File: config.mk
export PLATFORM = sky130hd
export DESIGN_NAME = jtcop_obj_dma_flat
export DESIGN_NICKNAME = d
export VERILOG_FILES = /design/src/rtl/jtcop_pkg.sv /design/src/rtl/jtcop_obj_dma_if.sv /design/src/rtl/jtcop_obj_dma_wr.sv /design/src/rtl/jtcop_obj_dma.sv /design/src/flat_wrapper.sv
export SDC_FILE = /design/constraint.sdc
export NUM_CORES = 1
export LEC_CHECK = 0
export ABC_AREA = 1
export BUFFER_PORTS_ARGS = -buffer_cell sky130_fd_sc_hd__clkbuf_2
export CAP_MARGIN = 20
export CORE_ASPECT_RATIO = 0.6
export CORE_MARGIN = 3
export CORE_UTILIZATION = 40
export CTS_BUF_LIST = sky130_fd_sc_hd__clkbuf_8
export DETAILED_ROUTE_END_ITERATION = 8
export PLACE_DENSITY_LB_ADDON = 0.08
export SKIP_LAST_GASP = 1
export SLEW_MARGIN = 0
export SYNTH_ARGS = -nofsm -noshare
export SYNTH_HDL_FRONTEND = slang
export SYNTH_HIERARCHICAL = 1
export SYNTH_SLANG_ARGS = --single-unit
File: constraint.sdc
create_clock -name clk -period 1.1 [get_ports clk]
set_input_delay 0.11 -clock clk [delete_from_list [all_inputs] [get_ports clk]]
set_output_delay 0.11 -clock clk [all_outputs]
set_load 0.005 [all_outputs]
File: src/rtl/jtcop_pkg.sv
// jtcop_pkg: constants and types shared by the object DMA, address decoder and object renderer.
// JTCOP_OBJDMA_DBLBUF_EN widens the shadow-buffer address by one bank bit.
package jtcop_pkg;

    localparam int OBJ_AW  = 10;    // object RAM word address width (1024 x 16)
    localparam int OBJ_LEN = 1024;  // words copied per obj_copy strobe
    localparam int OBJ_DW  = 16;

    typedef enum logic [1:0] {
        IDLE  = 2'd0,
        COPY  = 2'd1,
        DRAIN = 2'd2
    } dma_st_e;

    // Shadow-buffer address width: one extra bank bit when double buffered.
    function automatic int dst_aw(input int aw);
`ifdef JTCOP_OBJDMA_DBLBUF_EN
        return aw + 1;
`else
        return aw;
`endif
    endfunction

endpackage

File: src/rtl/jtcop_obj_dma_if.sv
// jtcop_obj_dma_if: trigger, object RAM read port and shadow-buffer write port of the object DMA.
// JTCOP_OBJDMA_DBLBUF_EN adds the bank bit to dst_addr (through jtcop_pkg::dst_aw).
interface jtcop_obj_dma_if
    import jtcop_pkg::*;
#(
    parameter int AW = OBJ_AW,
    parameter int DW = OBJ_DW
) ();
    localparam int DAW = dst_aw(AW);

    logic           obj_copy;
    logic           obj_cs;
    logic [AW-1:0]  src_addr;
    logic           src_rd;
    logic [DW-1:0]  src_data;
    logic [DAW-1:0] dst_addr;
    logic [DW-1:0]  dst_data;
    logic           dst_we;
    logic           busy;
    logic           done;
    logic           rd_bank;

    // DMA side
    modport master (
        input  obj_copy, obj_cs, src_data,
        output src_addr, src_rd, dst_addr, dst_data, dst_we, busy, done, rd_bank
    );

    // Decoder / RAM / renderer side
    modport slave (
        output obj_copy, obj_cs, src_data,
        input  src_addr, src_rd, dst_addr, dst_data, dst_we, busy, done, rd_bank
    );
endinterface

File: src/rtl/jtcop_obj_dma_wr.sv
// jtcop_obj_dma_wr: turns a read issued in cycle n into a shadow-buffer write in cycle n+1.
// The object RAM returns data the cycle after the read, which is the write cycle itself,
// so data is forwarded straight through and forced to zero when no write is pending.
module jtcop_obj_dma_wr #(
    parameter int AW = 10,
    parameter int DW = 16
) (
    input  logic          clk,
    input  logic          rstn,
    input  logic          rd_i,
    input  logic [AW-1:0] addr_i,
    input  logic [DW-1:0] data_i,
    output logic          we_o,
    output logic [AW-1:0] addr_o,
    output logic [DW-1:0] data_o
);
    logic          we_q;
    logic [AW-1:0] addr_q;

    // Delay read strobe and address by one cycle to align with returned data
    always_ff @(posedge clk or negedge rstn) begin
        if (!rstn) begin
            we_q   <= 1'b0;
            addr_q <= '0;
        end else begin
            we_q   <= rd_i;
            addr_q <= addr_i;
        end
    end

    assign we_o   = we_q;
    assign addr_o = addr_q;
    assign data_o = we_q ? data_i : '0;

endmodule

File: src/rtl/jtcop_obj_dma.sv
// jtcop_obj_dma: copies LEN words of object RAM into the renderer's shadow buffer on each
// obj_copy strobe. CPU accesses (obj_cs) stall the read side; reads in flight always land.
// Optional: JTCOP_OBJDMA_DBLBUF_EN writes the hidden bank and flips rd_bank at done.
module jtcop_obj_dma
    import jtcop_pkg::*;
#(
    parameter int AW  = OBJ_AW,
    parameter int LEN = OBJ_LEN,
    parameter int DW  = OBJ_DW
) (
    input  logic            clk,
    input  logic            rstn,
    jtcop_obj_dma_if.master bus
);
    localparam int          DAW  = dst_aw(AW);
    // Counter is AW+1 bits so LEN = 2^AW reaches its last index without wrapping
    localparam logic [AW:0] LAST = (AW+1)'(LEN - 1);

    dma_st_e        st_q, st_d;
    logic [AW:0]    cnt_q, cnt_d;
    logic           busy_q, busy_d;
    logic           done_q, done_d;
    logic           rd;
    logic [DAW-1:0] wr_addr;

    assign rd           = (st_q == COPY) && !bus.obj_cs;
    assign bus.src_rd   = rd;
    assign bus.src_addr = cnt_q[AW-1:0];
    assign bus.busy     = busy_q;
    assign bus.done     = done_q;

`ifdef JTCOP_OBJDMA_DBLBUF_EN
    logic bank_q, bank_d;

    // Always write the bank the renderer is not reading
    assign wr_addr     = {~bank_q, cnt_q[AW-1:0]};
    assign bus.rd_bank = bank_q;

    // Hand the freshly written bank to the renderer on the done edge
    always_comb begin
        bank_d = bank_q;
        if (st_q == DRAIN) bank_d = ~bank_q;
    end

    // Bank register; a reset-aborted copy returns display to bank 0
    always_ff @(posedge clk or negedge rstn) begin
        if (!rstn) bank_q <= 1'b0;
        else       bank_q <= bank_d;
    end
`else
    assign wr_addr     = cnt_q[AW-1:0];
    assign bus.rd_bank = 1'b0;
`endif

    // Next-state: triggers are only accepted in IDLE, so strobes while busy are dropped
    always_comb begin
        st_d   = st_q;
        cnt_d  = cnt_q;
        busy_d = busy_q;
        done_d = 1'b0;
        case (st_q)
            IDLE: if (bus.obj_copy) begin
                st_d   = COPY;
                cnt_d  = '0;
                busy_d = 1'b1;
            end
            COPY: if (rd) begin
                cnt_d = cnt_q + (AW+1)'(1);
                if (cnt_q == LAST) st_d = DRAIN;
            end
            DRAIN: begin
                st_d   = IDLE;
                busy_d = 1'b0;
                done_d = 1'b1;
            end
            default: st_d = IDLE;
        endcase
    end

    // FSM, read counter and registered status outputs
    always_ff @(posedge clk or negedge rstn) begin
        if (!rstn) begin
            st_q   <= IDLE;
            cnt_q  <= '0;
            busy_q <= 1'b0;
            done_q <= 1'b0;
        end else begin
            st_q   <= st_d;
            cnt_q  <= cnt_d;
            busy_q <= busy_d;
            done_q <= done_d;
        end
    end

    jtcop_obj_dma_wr #(.AW(DAW), .DW(DW)) u_wr (
        .clk    (clk),
        .rstn   (rstn),
        .rd_i   (rd),
        .addr_i (wr_addr),
        .data_i (bus.src_data),
        .we_o   (bus.dst_we),
        .addr_o (bus.dst_addr),
        .data_o (bus.dst_data)
    );

endmodule

File: src/flat_wrapper.sv
// flat-port wrapper written by rule: the top's interface ports become plain ports
module jtcop_obj_dma_flat import jtcop_pkg::*;
#(
    parameter int AW  = OBJ_AW,
    parameter int LEN = OBJ_LEN,
    parameter int DW  = OBJ_DW
)
  (clk, rstn, bus_obj_copy, bus_obj_cs, bus_src_data, bus_src_addr, bus_src_rd, bus_dst_addr, bus_dst_data, bus_dst_we, bus_busy, bus_done, bus_rd_bank);
  jtcop_obj_dma_if #(.AW(AW), .DW(DW)) bus_i ();
  input  logic clk;
  input  logic rstn;
  input wire logic [$bits(bus_i.obj_copy)-1:0] bus_obj_copy;
  input wire logic [$bits(bus_i.obj_cs)-1:0] bus_obj_cs;
  input wire logic [$bits(bus_i.src_data)-1:0] bus_src_data;
  output wire logic [$bits(bus_i.src_addr)-1:0] bus_src_addr;
  output wire logic [$bits(bus_i.src_rd)-1:0] bus_src_rd;
  output wire logic [$bits(bus_i.dst_addr)-1:0] bus_dst_addr;
  output wire logic [$bits(bus_i.dst_data)-1:0] bus_dst_data;
  output wire logic [$bits(bus_i.dst_we)-1:0] bus_dst_we;
  output wire logic [$bits(bus_i.busy)-1:0] bus_busy;
  output wire logic [$bits(bus_i.done)-1:0] bus_done;
  output wire logic [$bits(bus_i.rd_bank)-1:0] bus_rd_bank;
  assign bus_i.obj_copy = bus_obj_copy;
  assign bus_i.obj_cs = bus_obj_cs;
  assign bus_i.src_data = bus_src_data;
  assign bus_src_addr = bus_i.src_addr;
  assign bus_src_rd = bus_i.src_rd;
  assign bus_dst_addr = bus_i.dst_addr;
  assign bus_dst_data = bus_i.dst_data;
  assign bus_dst_we = bus_i.dst_we;
  assign bus_busy = bus_i.busy;
  assign bus_done = bus_i.done;
  assign bus_rd_bank = bus_i.rd_bank;
  jtcop_obj_dma #(.AW(AW), .LEN(LEN), .DW(DW)) u_core (.clk(clk), .rstn(rstn), .bus(bus_i));
endmodule
== After elaboration in Yosys (flattened, before gate mapping) ==
Cells that the tools add are included.

* Register bits after elaboration: 26
* Bits of input ports: 20
* Output and inout port bits: 41
* Word-level logic and storage cells: 32

* Add/sub/neg operators: 1
* Eq/ne operators: 6
* Mux-type cells: 11
* Reduce and logical (&&, ||, !) cells: 8

{| class="wikitable"
|+ Operators with widths
! kind !! count
|-
| two-way mux 11 bit || 2
|-
| one-hot mux 11 bit (2 select lines) || 1
|-
| two-way mux 16 bit || 1
|-
| adder 11 x 1 -> 11 bit, second input constant || 1
|-
| equality test 11 x 10 -> 1 bit, second input constant || 1
|-
| two-way mux 2 bit || 3
|-
| != test 2 bit, second input constant || 3
|-
| AND reduction 3 bit || 2
|-
| one-hot mux 2 bit (2 select lines) || 1
|-
| nonzero test 2 bit || 2
|-
| equality test 2 x 1 -> 1 bit, second input constant || 1
|-
| equality test 2 bit, second input constant || 1
|-
| logical NOT 2 bit || 1
|-
| two-way mux 1 bit || 2
|-
| one-hot mux 1 bit (2 select lines) || 1
|-
| AND reduction 2 bit || 1
|-
| logical AND 1 bit || 1
|-
| logical NOT 1 bit || 1
|}

== Longest topological paths before layout ==
Gate-level depths: netlist (run 1).

* Depth in word-level cells: 4
* Gate-level depth with buffers: 7
* Gate-level depth less buffers: 7

== Hierarchy ==
The synthesis (run 1) kept the hierarchy.

{| class="wikitable"
|+ Modules (own cells, without submodules)
! module !! instances !! cells each !! area each (um2) !! seq. area each (um2)
|-
| jtcop_obj_dma || 1 || 112 || 873.3 || 375.4
|-
| jtcop_obj_dma_wr || 1 || 45 || 439.2 || 275.3
|}

== Worst setup path before layout (run 1) ==
OpenSTA, ideal clock, no wires.

* Kind: reg-to-reg
* Start: register u_core.cnt_q[0]
* End: register u_core.cnt_q[8]
* Setup time: 0.118 ns
* Arrival: 1.046 ns
* Required time: 0.982 ns
* Slack: -0.064 ns
* Stages on the path, launching flop included: 8
* Path buffers: 0
* Period minus slack after synthesis: 1.164 ns
* Path through: dfrtp_1 -> ha_1 -> nand3_1 -> inv_1 -> nand2_1 -> nand2_1 -> nand4_1 -> nand2_1

* Word-level cells in the longest chain between the ends: 3

{| class="wikitable"
|+ RTL lines
! element !! line !! RTL
|-
| start, declared || jtcop_obj_dma.sv:20 || <nowiki>logic [AW:0] cnt_q, cnt_d;</nowiki>
|-
| start signal, assigned || jtcop_obj_dma.sv:89 || <nowiki>cnt_q <= cnt_d;</nowiki>
|-
| adder 11 x 1 -> 11 bit || jtcop_obj_dma.sv:68 || <nowiki>cnt_d = cnt_q + (AW+1)'(1);</nowiki>
|-
| two-way mux 11 bit || jtcop_obj_dma.sv:67 || <nowiki>COPY: if (rd) begin</nowiki>
|-
| one-hot mux 11 bit (2 select lines) || jtcop_obj_dma.sv:61 || <nowiki>case (st_q)</nowiki>
|}

Every way passes these cells. The select of a mux whose other input is x is not followed.
A chain may end at the register's enable or synchronous reset.

== Worst setup path after layout (run 1) ==
* Start: register u_core.cnt_q[0]
* End: output port bus_src_addr[0]

{| class="wikitable"
|+ RTL lines
! element !! line !! RTL
|-
| end, declared || flat_wrapper.sv:15 || <nowiki>output wire logic [$bits(bus_i.src_addr)-1:0] bus_src_addr;</nowiki>
|}

No word-level cell between the ends.

==> results.json, run 1 <==
{
  "status": "complete, but fails checks",
  "failed_checks": "setup timing",
  "grt_max_degree": 27,
  "hp-start": "bus_obj_cs",
  "num_vias": 1185,
  "fin_tns_setup_ns": -1.39,
  "diodes": 0,
  "slowest_stage": "dfrtp_1",
  "fin_util_pct": 62.7,
  "routed_wl_um": 3160,
  "ant_nets": 0,
  "clock_latency_ns": 0.27,
  "synth_top_cell_by_area": "dfrtp_1",
  "syn_area_mm2": 0.00131,
  "r2r_cells": 5,
  "drt_pass1_iterations": 4,
  "finalHoldViolations": 0,
  "p_per_area_mw_per_mm2": 1590,
  "layout_common_cells": "57 x clkbuf_2, 38 x nand2_1, 24 x inv_1",
  "cts.path.max_buffers": 2,
  "syn-num-nets": 178,
  "ys_seq_area_share_pct": 49.6,
  "mostFrequentLayoutCell": "clkbuf_2",
  "numPortBuffers": 59,
  "avgRoutedWirePerCell_um": 11.6,
  "grt_setup_unrepaired": "true",
  "reg2reg_to": "u_core/cnt_q[1]$_DFFE_PN0P_",
  "dp_hpwl_um": 2300,
  "crit_family": "flip-flops",
  "tritoncts": "done",
  "synthDistinctLibCells": 19,
  "drv_slew": 0,
  "dpl_cell_area_mm2": 0.00166,
  "worst-path-max-fanout": 4,
  "htree_levels": 1,
  "clock_skew_ns": 0.00263,
  "io_pins": 61,
  "setup_ws_ns": -0.111,
  "whs_path_depth": 3,
  "synth_area_leaders": "dfrtp_1 50%, nand2_1 11%, inv_1 8.0%",
  "die_w_um": 80.0,
  "cts_sinks": 26,
  "fin_crit_sh_pct": 110,
  "setup_viol": 31,
  "crit_path_frequent_cell": "buf_4",
  "drive_above_1_share_pct": 48.7,
  "remaining_drc_errors": 0,
  "avgSynthCellArea_um2": 8.36,
  "synth-seq-cells": 26,
  "cts-root-buf": "clkbuf_8",
  "crit_path_cell_trace": "buf_4, buf_4, clkbuf_2",
  "core_mm2": 0.00300,
  "path_clk_slew_ns": 0.09,
  "rrSetupSlack_ns": -0.08,
  "crit_buf_inv": 3,
  "grt_pass1_wl_um": 5230,
  "area_growth_pct": 43.6,
  "drtIter0Drc": 53,
  "ys_warn_count": 6,
  "drv_cap": 0,
  "p_clk_share_pct": 20.9,
  "netlist.area_leader.share_pct": 49.6,
  "r2r-start": "u_core/st_q[0]$_DFFE_PN0P_",
  "p_seq_share_pct": 43.2,
  "stdcell_area_mm2": 0.00188,
  "crit_required_ns": 0.99,
  "grt.total_usage_pct": 16.7,
  "rows": 15,
  "cp-end-kind": "primary output",
  "hp-class": "in2reg",
  "post-route-min-period_ns": 1.21,
  "comb_power_share_pct": 35.9,
  "syn_inst": 157,
  "ir_drop_uv": 875,
  "fillCellCount": 259,
  "timing.fmax_mhz": 826,
  "numCtsBuffers": 3,
  "worstSetupPathType": "reg2out",
  "die_y_um": 50.4,
  "grt_pass1_vias": 1084,
  "switching_share_pct": 30.9,
  "via_per_inst": 4.36,
  "holdPathEnd": "u_core/u_wr/we_o$_DFF_PN0_",
  "leakagePower_nw": 1.14,
  "critPathMaxStageDelay_ns": 0.43,
  "start_kind": "register",
  "worstPathArrival_ns": 1.10,
  "fin_nets": 252,
  "place.gp.congestion": 0.749,
  "initial_core_util_pct": 43.7,
  "p_int_mw": 2.08,
  "p_sw_uw": 928,
  "antenna_found_initial": 0,
  "grt-ovfl-total": 0,
  "dieArea_mm2": 0.00403,
  "dp_slack_ns": -0.0963
}
## synthesized netlist by cell type (all sizes together)
library cell,count
nand2,47
inv,28
dfrtp,26
nor2,20
buf,13
nand3,11
a21oi,4
nand4,3
o21ai,2
a22o,1
conb,1
ha,1
## worst max-delay path by stage
stage                                startpoint                           to  slack (ns)  cells after the start
floorplan           u_core/cnt_q[0]$_DFFE_PN0P_   u_core/st_q[0]$_DFFE_PN0P_       -0.02                      6
global placement     u_core/st_q[1]$_DFFE_PN0P_  u_core/cnt_q[1]$_DFFE_PN0P_       -0.05                      5
detailed placement  u_core/cnt_q[1]$_DFFE_PN0P_   u_core/st_q[0]$_DFFE_PN0P_        -0.1                      6
CTS                  u_core/st_q[1]$_DFFE_PN0P_                   bus_src_rd       -0.12                      4
global route         u_core/st_q[0]$_DFFE_PN0P_  u_core/cnt_q[1]$_DFFE_PN0P_       -0.15                      5
finish              u_core/cnt_q[0]$_DFFE_PN0P_              bus_src_addr[0]       -0.11                      3
## worst register-to-register path, stage by stage, from the launching register on
cell	delay (ns)
dfrtp_1	0.46
nor2_2	0.15
nand2_4	0.07
nand2_4	0.11
inv_1	0.10
a22o_1	0.18
## power by group through the flow
stage | registers [mW] | logic (mW) | clock network [mW]
after floorplan | 1.28 | 0.393 | 0
after global placement | 1.27 | 0.740 | 0
after detailed placement | 1.28 | 0.760 | 0
after CTS | 1.27 | 0.956 | 0.640
after global routing | 1.32 | 1.19 | 0.680
final | 1.30 | 1.08 | 0.626
## metal layers
metal | vias up | wire [um] | share of wire [%] | GRT usage [%]
met3 | 2 | 227 | 7.2 | 5.38
met1 | 538 | 1500 | 48 | 22.8
met5 | - | 0 | 0 | 0
met4 | 0 | 23 | 0.73 | 3.37
met2 | 38 | 1410 | 45 | 26.1
li1 | 607 | - | - | -
## flip-flops by register name (all words and copies together) (netlist names)
signal              flops
u_core/u_wr/addr_o     10
u_core/u_wr/we_o        1
u_core/cnt_q           11
u_core/st_q             2
u_core/bus.done         1
u_core/bus.busy         1
## final cells by class
| class | count | area, um^2 | share of cell area, % |
|---|---|---|---|
| inverters | 28 | 105 | 5.58 |
| clock buffers | 4 | 55.1 | 2.92 |
| multi-input cells | 90 | 499 | 26.5 |
| well taps | 42 | 52.6 | 2.79 |
| flip-flops and latches | 26 | 654 | 34.7 |
| repair buffers | 82 | 518 | 27.5 |
## cell families (layout without fill, tap and decap cells)
logic type | count (synthesis) | after routing | share of synthesized area (%)
AO/OA/AOI/OAI | 7 | 7 | 2.96
flip-flops | 26 | 26 | 49.6
buffers and inverters | 41 | 114 | 16.7
other | 1 | 1 | 0.286
adder cells (fa/ha/maj) | 1 | 1 | 0.953
AND/OR/NAND/NOR | 81 | 81 | 29.6
## metrics by stage
step | hold slack [ns] | instances | total power, mW
floorplan | -0.186 | 157 | 1.68
global placement | 0.121 | 259 | 2.01
detailed placement | 0.122 | 259 | 2.04
CTS | 0.186 | 271 | 2.87
global route | 0.194 | 272 | 3.19
finish | 0.195 | 272 | 3.00
## repair_timing
action | in CTS | in global routing
endpoints found under the setup margin | 30 | 36
resized for setup | 12 | 12
endpoints found under the hold margin | 26 | 0
pin swaps | 6 | 4
hold buffers | 1 | 0
gates cloned | 0 | 0
setup buffers | 7 | 1
Note: power is estimated with default switching activity, not from simulation.
==> inputs of run 2 (changes only) <==
--- a/config.mk
+++ b/config.mk
@@ -10,7 +10,7 @@
 export CAP_MARGIN = 20
 export CORE_ASPECT_RATIO = 0.6
 export CORE_MARGIN = 3
-export CORE_UTILIZATION = 40
+export CORE_UTILIZATION = 42
 export CTS_BUF_LIST = sky130_fd_sc_hd__clkbuf_8
 export DETAILED_ROUTE_END_ITERATION = 8
 export PLACE_DENSITY_LB_ADDON = 0.08
==> constraint.sdc (replaced) <==
create_clock -name clk -period 1.5 [get_ports clk]
set_input_delay 0.15 -clock clk [delete_from_list [all_inputs] [get_ports clk]]
set_output_delay 0.15 -clock clk [all_outputs]
set_load 0.005 [all_outputs]
==> results.json, run 2 (synthesis gave the netlist of run 1 again) <==
{
  "start_kind": "register",
  "tightest_slew_ns": 0.620,
  "drive_above_1_share_pct": 36.7,
  "layout_common_cells": "59 x clkbuf_2, 40 x nand2_1, 28 x inv_1",
  "die_w_um": 78.2,
  "num_vias": 1118,
  "p_per_area_mw_per_mm2": 1090,
  "remaining_drc_errors": 0,
  "seqCellArea_um2": 652,
  "ant_nets": 0,
  "antenna_found_initial": 0,
  "numPortBuffers": 59,
  "core_mm2": 0.00293,
  "clock_skew_ns": 0.00306,
  "ir_drop_uv": 547,
  "setup_viol": 0,
  "cp-end-kind": "primary output",
  "status": "completed",
  "cts.path.max_buffers": 2,
  "area_growth_pct": 21.8,
  "worstSetupPathType": "reg2out",
  "leakagePower_nw": 1.01,
  "dieArea_mm2": 0.00385,
  "fin_crit_sh_pct": 93.0,
  "worstPathArrival_ns": 1.25,
  "avgRoutedWirePerCell_um": 11.2,
  "path_clk_slew_ns": 0.08,
  "grt.total_usage_pct": 15.7,
  "tritoncts": "done",
  "rows": 15,
  "clock_latency_ns": 0.27,
  "cts_sinks": 26,
  "htree_levels": 1,
  "drv_cap": 0,
  "grt_pass1_vias": 1027,
  "grt_setup_unrepaired": "false",
  "grt-ovfl-total": 0,
  "dpl_cell_area_mm2": 0.00155,
  "finalHoldViolations": 0,
  "stdcell_area_mm2": 0.00160,
  "timing.fmax_mhz": 717,
  "top_register": "u_core/cnt_q",
  "drt_pass1_iterations": 4,
  "grt_pass1_wl_um": 4740,
  "fin_nets": 230,
  "initial_core_util_pct": 44.8,
  "drtIter0Drc": 67,
  "relSlewSlack_pct": 58.7,
  "grt_max_degree": 27,
  "worst-path-max-fanout": 9,
  "cts-root-buf": "clkbuf_8",
  "fillCellCount": 290,
  "diodes": 0,
  "drv_slew": 0,
  "post-route-min-period_ns": 1.40,
  "crit_required_ns": 1.35,
  "multi_input_area_um2": 443,
  "numCtsBuffers": 3,
  "place.gp.congestion": 0.775,
  "hp-class": "in2reg",
  "largest_reg_flops": 11,
  "via_per_inst": 4.49,
  "io_pins": 61,
  "holdWs_ns": 0.105,
  "fin_tns_setup_ns": 0,
  "dp_hpwl_um": 2200,
  "die_y_um": 49.3,
  "mostFrequentLayoutCell": "clkbuf_2",
  "routed_wl_um": 2800
}
## run 2: cell types whose count changed in the layout (fill, tap and decap cells not counted), sizes merged
| cell | change |
|---|---|
| clkbuf | +1 |
| buf | -24 |
## run 2: cell type report
type / count / area share (%)
flip-flops and latches: 26 / 40.8
multi-input cells: 90 / 27.7
repair buffers: 60 / 19.1
inverters: 28 / 6.57
well taps: 42 / 3.29
clock buffers: 3 / 2.58
## run 2: worst max-delay path, cell delays in order, from the launching register on
cell      delay, ns
dfrtp_1        0.39
inv_1          0.09
nand2_1        0.12
nor2_4         0.22
clkbuf_2       0.16
## run 2: power breakdown
part | total (mW) | switching [mW] | internal, mW | leakage (nW)
clock network | 0.380 | 0.200 | 0.180 | 0.0216
registers | 0.956 | 0.128 | 0.828 | 0.335
logic | 0.402 | 0.211 | 0.191 | 0.652
## run 2: worst paths after layout
kind / start / end / slack (ns) / cells past startpoint
setup / recovery: u_core/st_q[1]$_DFFE_PN0P_ / bus_src_rd / 0.10 / 4
hold / removal: bus_obj_cs / u_core/u_wr/we_o$_DFF_PN0_ / 0.11 / 2
setup reg to reg: u_core/cnt_q[0]$_DFFE_PN0P_ / u_core/cnt_q[4]$_DFFE_PN0P_ / 0.15 / 5
hold reg to reg: u_core/cnt_q[9]$_DFFE_PN0P_ / u_core/u_wr/addr_o[9]$_DFF_PN0_ / 0.46 / 0
max in group asynchronous: rstn / u_core/u_wr/we_o$_DFF_PN0_ / 0.63 / 2
min in group asynchronous: rstn / u_core/u_wr/addr_o[3]$_DFF_PN0_ / 0.43 / 2
## run 2: per-stage QoR
step | cells | power (mW) | util, % | setup WS [ns]
2_1_floorplan | 157 | 1.22 | - | 0.336
3_3_place_gp | 245 | 1.36 | 52.8 | 0.275
3_5_place_dp | 245 | 1.38 | 52.8 | 0.214
4_1_cts | 249 | 1.76 | 54.6 | 0.0556
5_1_grt | 249 | 1.86 | 54.6 | 0.00520
6_report | 249 | 1.74 | 54.6 | 0.105
## run 2: repair_timing
item	in CTS	in global routing
setup endpoints to repair	0	12
hold buffers	1	0
setup buffers	0	0
gates resized for setup	0	1
hold endpoints to repair	26	0
## run 2: metal layers
metal | GRT usage [%] | part of all wire, % | up-vias | routed length (um)
met3 | 4.61 | 8.6 | 8 | 241
li1 | - | - | 558 | -
met5 | 0 | 0 | - | 0
met2 | 25.1 | 45 | 55 | 1250
met4 | 6.69 | 2.1 | 0 | 60
met1 | 19.8 | 44 | 497 | 1240
==> inputs of run 3 (changes only) <==
--- a/config.mk
+++ b/config.mk
@@ -5,7 +5,6 @@
 export SDC_FILE = /design/constraint.sdc
 export NUM_CORES = 1
 export LEC_CHECK = 0
-export ABC_AREA = 1
 export BUFFER_PORTS_ARGS = -buffer_cell sky130_fd_sc_hd__clkbuf_2
 export CAP_MARGIN = 20
 export CORE_ASPECT_RATIO = 0.6
==> results.json, run 3 <==
{
  "worstPathArrival_ns": 1.78,
  "antenna_found_initial": 0,
  "fin_crit_sh_pct": 106,
  "initial_core_util_pct": 46.5,
  "die_w_um": 75.8,
  "status": "complete, but fails checks",
  "largest_reg_flops": 11,
  "cts-root-buf": "clkbuf_8",
  "avgSynthCellArea_um2": 11.3,
  "ys_seq_area_share_pct": 53.0,
  "htree_levels": 1,
  "syn_area_mm2": 0.00123,
  "hp-start": "bus_obj_copy",
  "ant_nets": 0,
  "synthDistinctLibCells": 33,
  "ys_warn_count": 6,
  "path_clk_slew_ns": 0.09,
  "numPortBuffers": 59,
  "cts_sinks": 26,
  "finalHoldViolations": 0,
  "relSlewSlack_pct": 58.1,
  "fin_nets": 207,
  "dieArea_mm2": 0.00363,
  "ys.flop_type": "dfrtp_1",
  "ir_drop_uv": 744,
  "yosysMostFrequentCell": "dfrtp_1",
  "worst-path-max-fanout": 5,
  "dpl_cell_area_mm2": 0.00162,
  "rrSetupSlack_ns": -0.09,
  "total_power_mw": 2.02,
  "area_growth_pct": 46.5,
  "worstSetupPathType": "reg2reg",
  "holdPathEnd": "u_core/bus.busy$_DFFE_PN0P_",
  "syn_inst": 109,
  "placedCellCount": 214,
  "grt_setup_unrepaired": "true",
  "mostFrequentLayoutCell": "clkbuf_2",
  "numCtsBuffers": 3,
  "start_kind": "register",
  "setup_ws_ns": -0.0881,
  "startpoint": "u_core/st_q[0]$_DFFE_PN0P_",
  "async_reset_ff_share_pct": 100,
  "num_vias": 1079,
  "place.gp.congestion": 0.779,
  "drv_slew": 0,
  "r2r_cells": 5,
  "netlist.area_leader.share_pct": 53.0,
  "synth_area_leaders": "dfrtp_1 53%, and2_2 7.3%, buf_4 6.7%",
  "avgRoutedWirePerCell_um": 13.9,
  "syn-num-nets": 130,
  "remaining_drc_errors": 0,
  "drt_pass1_iterations": 4,
  "routed_wl_um": 3140,
  "grt_pass1_vias": 986,
  "synth_edf_count": 0,
  "timing.fmax_mhz": 630,
  "die_y_um": 47.9,
  "synth_commonest_cells": "26 x dfrtp_1, 12 x and2_2, 11 x buf_4, 7 x nor2_1",
  "top_register": "u_core/cnt_q",
  "drv_cap": 0,
  "synth-seq-cells": 26,
  "grt-ovfl-total": 0,
  "dp_hpwl_um": 2210,
  "leakagePower_nw": 0.951,
  "cp-end-kind": "register",
  "synth_top_cell_by_area": "dfrtp_1",
  "drive_above_1_share_pct": 63.2,
  "cts.path.max_buffers": 2,
  "layout_common_cells": "59 x clkbuf_2, 26 x buf_4, 24 x dfrtp_1",
  "r2r-start": "u_core/st_q[0]$_DFFE_PN0P_",
  "io_pins": 61,
  "reg2reg_to": "u_core/cnt_q[8]$_DFFE_PN0P_",
  "tritoncts": "done",
  "grt.total_usage_pct": 17.6,
  "via_per_inst": 4.80,
  "finalNonFillerCells": 225,
  "tightest_slew_ns": 0.629,
  "grt_pass1_wl_um": 4660,
  "crit_required_ns": 1.70,
  "core_mm2": 0.00265,
  "failed_checks": "setup timing",
  "stdcell_area_mm2": 0.00180,
  "grt_max_degree": 27,
  "setup_viol": 5,
  "clock_latency_ns": 0.27,
  "whs_path_depth": 4,
  "hp-class": "in2reg",
  "drtIter0Drc": 69,
  "p_per_area_mw_per_mm2": 1120,
  "clock_skew_ns": 0.00340,
  "post-route-min-period_ns": 1.59,
  "rows": 14,
  "diodes": 0
}
==> run 3: changes by cell type in the layout (fill, tap and decap cells not counted), sizes merged, moves of 2 or more <==
cell / change
and2: +16
nor2: -13
xnor2: +3
nand3: -8
inv: -26
nand2b: +2
a2111oi: +3
buf: +26
nand2: -44
or4: +3
o21ai: -2
xor2: +3
o31ai: +3
==> run 3: cell families after synthesis <==
family | after synthesis | share of synthesized area [%]
buffers and inverters | 16 | 9.47
adders and majority gates | 1 | 1.02
xor gates and xnor gates | 6 | 4.28
DFF | 26 | 53.0
other | 1 | 0.305
AOI/OAI and AO/OA | 13 | 7.43
and+or+nand+nor | 45 | 23.6
muxes | 1 | 0.916
==> run 3: power by group <==
part / total [mW] / switching, mW / internal, mW
registers: 0.939 / 0.110 / 0.829
clock network: 0.452 / 0.217 / 0.235
logic: 0.634 / 0.292 / 0.342
==> run 3: cell type report <==
cell class,instances,area [um^2]
inverter,2,7.51
timing repair buffer,86,500
tap,40,50.0
fill,213,845
clock buffer,4,55.1
multi-input combinational,67,534
sequential,26,653
==> run 3: critical path, cell delays in order (launching register included) <==
cell and delay [ns]:
dfrtp_2 0.44, nand2b_4 0.18, a21o_1 0.21, buf_4 0.15, or4_1 0.40, a21oi_1 0.14
==> run 3: repair_timing <==
| item | 4_1_cts | 5_1_grt |
|---|---|---|
| setup buffers | 4 | 2 |
| hold buffers | 1 | 0 |
| pin swaps | 0 | 2 |
| gates resized for setup | 7 | 10 |
| endpoints found under the setup margin | 7 | 10 |
| endpoints found under the hold margin | 26 | 0 |
==> run 3: worst max-delay path by stage <==
stage,to,cells past startpoint
floorplan,u_core/cnt_q[10]$_DFFE_PN0P_,5
global placement,u_core/cnt_q[7]$_DFFE_PN0P_,5
detailed placement,u_core/cnt_q[7]$_DFFE_PN0P_,5
CTS,u_core/cnt_q[10]$_DFFE_PN0P_,5
global route,u_core/cnt_q[8]$_DFFE_PN0P_,6
finish,u_core/cnt_q[8]$_DFFE_PN0P_,5
==> run 3: per-layer routing <==
metal	vias up	track usage (%)	share of wire, %
li1	511	-	-
met4	0	4.88	1.7
met3	8	5.24	7.7
met5	-	0	0
met2	54	29.1	49
met1	506	22.9	42
==> run 3: per-stage QoR <==
step	utilization (%)	hold slack (ns)	setup slack (ns)	TNS, ns
CTS	65.5	0.275	-0.0637	-0.191
finish	68.1	0.296	-0.0881	-0.230
global placement	61.2	0.192	-0.0652	-0.0863
global route	68.1	0.302	-0.131	-0.890
floorplan	-	-0.146	-0.0323	-0.0930
detailed placement	61.2	0.198	-0.0952	-0.200
